## config.mk

```make
export PLATFORM = sky130hd
export DESIGN_NAME = prog_loader
export DESIGN_NICKNAME = d
export VERILOG_FILES = /design/src/rtl/prog_loader.sv
export SDC_FILE = /design/constraint.sdc
export NUM_CORES = 1
export LEC_CHECK = 0
export BUFFER_PORTS_ARGS = -buffer_cell sky130_fd_sc_hd__buf_2
export CAP_MARGIN = 30
export CORE_ASPECT_RATIO = 1.4
export CORE_UTILIZATION = 31
export CTS_CLUSTER_DIAMETER = 100
export DETAILED_ROUTE_END_ITERATION = 12
export HOLD_SLACK_MARGIN = 0.12
export PLACE_DENSITY_LB_ADDON = 0.12
export SLEW_MARGIN = 30
export SYNTH_ARGS = -nofsm -noshare
export SYNTH_HDL_FRONTEND = slang
export SYNTH_SLANG_ARGS = --single-unit
export TNS_END_PERCENT = 30
```

## constraint.sdc

```tcl
create_clock -name clk -period 1.6 [get_ports clk]
set_input_delay 0.08 -clock clk [delete_from_list [all_inputs] [get_ports clk]]
set_output_delay 0.08 -clock clk [all_outputs]
set_load 0.05 [all_outputs]
```

## src/rtl/prog_loader.sv

```systemverilog
// rtl/prog_loader.sv - streams a program into instruction memory, then releases the core from reset
module prog_loader #(
    parameter int ADDR_W        = 8,
    parameter int DEPTH         = 256,
    parameter int RELEASE_DELAY = 2
) (
    input  logic              clk,
    input  logic              reset,
    input  logic              start,
    input  logic              in_valid,
    input  logic [15:0]       in_data,
    input  logic              in_last,
    output logic              in_ready,
    output logic              imem_we,
    output logic [ADDR_W-1:0] imem_addr,
    output logic [15:0]       imem_wdata,
    output logic              cpu_reset,
    output logic              busy,
    output logic              done,
    output logic              error,
    output logic [ADDR_W:0]   word_count
);

    localparam int CNT_W = (RELEASE_DELAY > 1) ? $clog2(RELEASE_DELAY) : 1;
    localparam logic [ADDR_W:0] DEPTH_C   = (ADDR_W+1)'(DEPTH);
    localparam logic [ADDR_W:0] LAST_ADDR = DEPTH_C - 1'b1;
    localparam logic [CNT_W-1:0] DELAY_INIT = CNT_W'(RELEASE_DELAY - 1);

    typedef enum logic [2:0] {
        S_IDLE,
        S_LOAD,
        S_DRAIN,
        S_RUN,
        S_ERROR
    } state_t;

    state_t            state_q, state_d;
    logic [CNT_W-1:0]  delay_q, delay_d;
    logic [ADDR_W:0]   word_count_q, word_count_d;
    logic              in_ready_q, in_ready_d;
    logic              imem_we_q, imem_we_d;
    logic [ADDR_W-1:0] imem_addr_q, imem_addr_d;
    logic [15:0]       imem_wdata_q, imem_wdata_d;
    logic              cpu_reset_q, cpu_reset_d;
    logic              busy_q, busy_d;
    logic              done_q, done_d;
    logic              error_q, error_d;

    always_comb begin
        state_d      = state_q;
        delay_d      = delay_q;
        word_count_d = word_count_q;
        imem_we_d    = 1'b0;
        imem_addr_d  = imem_addr_q;
        imem_wdata_d = imem_wdata_q;

        case (state_q)
            S_IDLE, S_RUN, S_ERROR: begin
                if (start) begin
                    state_d      = S_LOAD;
                    word_count_d = '0;
                end
            end
            S_LOAD: begin
                if (in_valid && in_ready_q) begin
                    imem_we_d    = 1'b1;
                    imem_addr_d  = word_count_q[ADDR_W-1:0];
                    imem_wdata_d = in_data;
                    word_count_d = (word_count_q < DEPTH_C) ? word_count_q + 1'b1 : DEPTH_C;
                    if (in_last) begin
                        state_d = S_DRAIN;
                        // The entry cycle counts as the first delay cycle.
                        delay_d = DELAY_INIT;
                    end else if (word_count_q == LAST_ADDR) begin
                        state_d = S_ERROR;
                    end
                end
            end
            S_DRAIN: begin
                if (delay_q == '0) begin
                    state_d = S_RUN;
                end else begin
                    delay_d = delay_q - 1'b1;
                end
            end
            default: state_d = S_IDLE;
        endcase

        // Status outputs are registered copies of the upcoming state.
        in_ready_d  = (state_d == S_LOAD);
        busy_d      = (state_d == S_LOAD) || (state_d == S_DRAIN);
        done_d      = (state_d == S_RUN);
        error_d     = (state_d == S_ERROR);
        cpu_reset_d = (state_d != S_RUN);
    end

    always_ff @(posedge clk) begin
        if (!reset) begin
            state_q      <= S_IDLE;
            delay_q      <= '0;
            word_count_q <= '0;
            in_ready_q   <= 1'b0;
            imem_we_q    <= 1'b0;
            imem_addr_q  <= '0;
            imem_wdata_q <= '0;
            cpu_reset_q  <= 1'b1;
            busy_q       <= 1'b0;
            done_q       <= 1'b0;
            error_q      <= 1'b0;
        end else begin
            state_q      <= state_d;
            delay_q      <= delay_d;
            word_count_q <= word_count_d;
            in_ready_q   <= in_ready_d;
            imem_we_q    <= imem_we_d;
            imem_addr_q  <= imem_addr_d;
            imem_wdata_q <= imem_wdata_d;
            cpu_reset_q  <= cpu_reset_d;
            busy_q       <= busy_d;
            done_q       <= done_d;
            error_q      <= error_d;
        end
    end

    assign in_ready   = in_ready_q;
    assign imem_we    = imem_we_q;
    assign imem_addr  = imem_addr_q;
    assign imem_wdata = imem_wdata_q;
    assign cpu_reset  = cpu_reset_q;
    assign busy       = busy_q;
    assign done       = done_q;
    assign error      = error_q;
    assign word_count = word_count_q;

endmodule

```

Word level (Yosys, flattened, before mapping)
Cells that the tools add are included.
- reductions and logical operators: 10
- equality and inequality tests: 13
- muxes and demuxes: 15
- order comparisons: 1
- add/sub/neg operators: 2
- operator list (cell ; count):
    $mux W9 ; 3
    $pmux W9 S2 ; 1
    $mux W3 ; 5
    $eq A3 B2 Y1 const B ; 4
    $add A9 B1 Y9 const B ; 1
    $eq A9 B8 Y1 const B ; 1
    $lt A9 B9 Y1 const B ; 1
    $pmux W3 S3 ; 1
    $eq A3 B1 Y1 const B ; 2
    $eq A3 B3 Y1 const B ; 2
    $ne A2 B2 Y1 const B ; 3
    $reduce_and A3 Y1 ; 2
    $mux W1 ; 4
    $reduce_and A2 Y1 ; 2
    $reduce_bool A2 Y1 ; 2
    $logic_not A3 Y1 ; 1
    $ne A3 B2 Y1 const B ; 1
    $reduce_or A3 Y1 ; 1
    $pmux W1 S2 ; 1
    $logic_and A1 B1 Y1 ; 1
    $logic_or A1 B1 Y1 ; 1
    $sub A1 B1 Y1 const B ; 1
- output and inout bits: 39
- input port bits: 21
- word-level logic and storage cells: 52
- flip-flop bits (word level): 43

Depth between registers and ports, before layout
- depth after elaboration: 7
- mapped depth: 6
- gate-level depth less buffers: 5

Worst setup path before layout
Ideal clock, no wire load.
- kind: reg-to-reg
- from: reg word_count_q[0], in the netlist word_count[0]
- to: reg busy_q, in the netlist busy
- library setup time: 0.072 ns
- buffers on the path: 0
- setup slack: -0.542 ns
- clock period less this slack: 2.142 ns
- arrival: 2.071 ns
- data required time: 1.528 ns
- stages on the path, launching flop included: 6
- cells stage by stage: dfxtp_1 ha_1 nand3_4 or4_4 a31oi_4 mux2i_1
- cells in the longest elaborated chain, start to end: 7
- elaborated cells between the ends (all ways): 8
- those cells by class: 3 x eq/ne; 4 x mux; 1 x reduce/logical
- RTL lines (what ; RTL line ; source):
    start, declared ; 39 ; logic [ADDR_W:0] word_count_q, word_count_d;
    start signal, assigned ; 113 ; word_count_q <= word_count_d;
    $eq A9 B8 Y1 (*) ; 74 ; end else if (word_count_q == LAST_ADDR) begin
    $mux W3 (*) ; 74 ;
    $mux W3 (*) ; 70 ; if (in_last) begin
    $mux W3 (*) ; 65 ; if (in_valid && in_ready_q) begin
    $pmux W3 S3 (*) ; 57 ; case (state_q)
    $eq A3 B1 Y1 or $eq A3 B2 Y1 (tied branches) ; 91 ; busy_d = (state_d == S_LOAD) || (state_d == S_DRAIN);
    $logic_or A1 B1 Y1 (*) ; 91 ;
    end signal, assigned ; 119 ; busy_q <= busy_d;
    end, declared ; 45 ; logic busy_q, busy_d;
Mark *: on every way between the ends. The rest lies on a longest branch, timed or not.
A chain may end at the register's enable or synchronous reset.

Worst setup path after layout
- from: reg state_q[2]
- to: reg cpu_reset_q, in the netlist cpu_reset
- cells in the longest elaborated chain, start to end: 5
- elaborated cells between the ends (all ways): 13
- those cells by class: 5 x eq/ne; 6 x mux; 2 x reduce/logical
- RTL lines (what ; RTL line ; source):
    start, declared ; 37 ; state_t state_q, state_d;
    start signal, assigned ; 111 ; state_q <= state_d;
    $mux W3 ; 74 ;
    $mux W3 ; 70 ;
    $mux W3 ; 65 ;
    $pmux W3 S3 (*) ; 57 ;
    $ne A3 B2 Y1 (*) ; 94 ; cpu_reset_d = (state_d != S_RUN);
    end signal, assigned ; 118 ; cpu_reset_q <= cpu_reset_d;
    end, declared ; 44 ; logic cpu_reset_q, cpu_reset_d;
Marked as above.

==> reports/summary.txt <==
status = finished, final reports clean
setup_tns = 0 ns
grt ovf = 0
Worst Hold Class = input pin to flop
max_cap viols = 0
most frequent CP cell = buf_4
number of buffers created by CTS = 5
CP Class = flop to flop
Syn-to-layout area delta = 46.9%
Power Density = 798 mW/mm2
Leak = 0.00107 uW
die height = 90.9 um
Syn Area/Cell = 8.26 um2
n_diodes = 0
area leader, netlist = dfxtp_1
slowest cell on the critical path = or3_1
die area = 0.00596 mm2
Max transition margin = 70.3%
clock root buffer = clkbuf_8
synthesized area = 0.00175 mm2
first-pass GRT wire length = 7.91 mm
Slowest Stage Delay on Critical Path = 0.36 ns
Met1 Wirelength = 2.16 mm
post-synthesis simple-gate area fraction = 28.8%
Vias/cell = 4.71
final setup violation count = 0
Critical Path RT = 1.78 ns
max-slew violation count = 0
filler-free cell count of the finished design = 377
htree depth = 2
Worst EP arrival = 1.74 ns
initial antenna violation count = 0
Seq cells post-synth = 43
core box area = 0.00549 mm2
RSZ-0062 raised after global routing = yes
post-synthesis sequential area ratio = 49.1%
top cell type's share of synthesized area = 49.1%
main combinational cell family by area after synthesis = simple AND/OR/NAND/NOR gates
cell family with most CP delay = simple AND/OR/NAND/NOR gates
die outline width = 65.5 um
io pins = 60
Synth Area in Compound Gates = 17.2%
worst vdd ir = 0.372 mV
overall routing resource usage = 17.4%
Synth Area in XOR/XNOR = 0%
wire length per cell = 12.8 um
clk sinks = 43
Routed met2 length = 2.43 mm
fill count = 559
Max FO, Critical Path = 6
Post-Synth Adder-Cell Area = 0.714%
Yosys cell types = 38
row count = 32
metal3 WL = 146 um
synthesized instance count = 212
WP buf/inv = 2
Placed Cells incl. Taps = 351
vias in the first global route = 1644
largest net degree at the start of global routing = 24
final cycle utilization of the critical path = 97.6%
dominant synthesized flop cell = dfxtp_1
count of input and output buffers = 59
1st-pass router iterations = 4
total number of vias = 1774
Initial Util = 31.9%
Hold Vio Cnt, Final = 0
Warnings, synthesis = 0
CTS max path bufs = 2
ys async rst share = 0%
net count after synthesis = 234
WL final = 4.81 mm
top cells by count, synth = 58 x nand2_1, 43 x dfxtp_1, 28 x a21oi_1, 12 x nor2_1, 8 x nand3_1
synth top area cells = dfxtp_1 49%, nand2_1 12%, a21oi_1 8.0%
layout cells sized above 1 = 34.6%
Setup crit end kind = flop
ANT nets after route = 0
Clk Latency, worst-skew pair = 0.30 ns
fin crit period = 1.56 ns
Startpoint Class = flop
mux contribution to synthesized area = 0.571%
DRC = 0
max layer used = met4
CTS tree = done
Cell Chain, Critical Path = buf_4 > nor3b_4 > buf_4 > a31oi_4 > or3_1
Final Skew = 0.0106 ns
DR iter-0 viols = 62
Post-synth EDFFs = 0
most frequent cell after synthesis = nand2_1
maximum clock rate = 640 MHz
gpl congestion = 0.789
Worst-path clk slew = 0.08 ns
Final #Nets = 330
Worst Max-Slew Pin Slew = 0.440 ns
dpl hpwl = 3.31 mm
==> through the flow <==
step	worst slack, ns	total power (uW)	area [um2]	util, %	hold slack [ns]
5_1_grt	-0.0474	2160	2570	46.9	0.230
4_1_cts	0.0102	2080	2540	46.4	0.186
3_3_place_gp	0.0562	1370	2290	41.7	0.321
2_1_floorplan	-0.0507	1270	1790	-	0.200
6_report	0.0387	2050	2570	46.9	0.199
3_5_place_dp	0.0224	1370	2290	41.7	0.326
==> tightest hold or removal path, delay by kind of cell <==
kind / cells / cell delay (ns)
AOI/OAI and AO/OA: 2 / 0.24
buffers and inverters: 1 / 0.13
==> logic make-up after synthesis <==
family	after synthesis
mux	1
fa+ha+maj	1
compound gates	48
flops	43
simple gates	105
buf+inv	14
==> power by group <==
| group | switching [uW] | internal (uW) |
|---|---|---|
| sequential | 14.3 | 1080 |
| combinational | 167 | 121 |
| clock | 366 | 305 |
==> layout make-up <==
type	count	area, um2	share of cell area (%)
sequential	43	888	34.5
multi-input combinational	155	855	33.2
timing repair buffer	99	646	25.1
tap	68	85.1	3.31
clock buffer	6	72.6	2.82
inverter	4	15.0	0.583
clock inverter	2	12.5	0.486
==> final timing paths <==
| path | depth (start not counted) | end | start | slack (ns) |
|---|---|---|---|---|
| hold / removal | 3 | word_count[8] | start | 0.20 |
| setup reg to reg | 5 | cpu_reset | state_q[2] | 0.04 |
| setup / recovery | 5 | cpu_reset | state_q[2] | 0.04 |
| hold reg to reg | 2 | imem_addr[3] | imem_addr[3] | 0.45 |
==> state kept, by name, summed over array words and instances, names as in the netlist <==
name and count:
imem_wdata 16, word_count 9, imem_addr 8, state_q 3
busy 1, cpu_reset 1, delay_q 1, done 1
error 1, imem_we 1, in_ready 1
==> per-layer routing <==
| layer | global-route usage (%) | up-vias |
|---|---|---|
| met3 | 3.77 | 5 |
| met1 | 21.2 | 809 |
| met4 | 5.98 | 0 |
| met2 | 29.5 | 34 |
| li1 | - | 926 |
| met5 | 0 | - |
==> layout by cell type (no fill, tap or decap), types with 2 or more instances in the layout <==
cell type,Yosys,final
dfxtp_2,0,4
nor2b_1,2,2
nand3b_1,2,2
dfxtp_4,0,6
nor3_1,7,7
o211ai_1,2,2
inv_1,4,4
dfxtp_1,43,33
nand2b_1,2,2
buf_2,2,59
buf_6,0,2
clkbuf_8,0,5
dlygate4sd3_1,0,17
buf_4,2,21
nand2_1,58,58
a21oi_1,28,28
nand3_1,8,7
nor4_1,2,2
nor2_1,12,12
o21ai_0,2,2
a31oi_1,7,7
nand4_1,2,2
==> what timing repair did <==
action,in CTS,in global routing
endpoints found under the setup margin,0,32
resized for setup,0,6
hold buffers,17,0
setup buffers,0,1
endpoints found under the hold margin,18,0
Note: power is estimated with default switching activity, not from simulation.
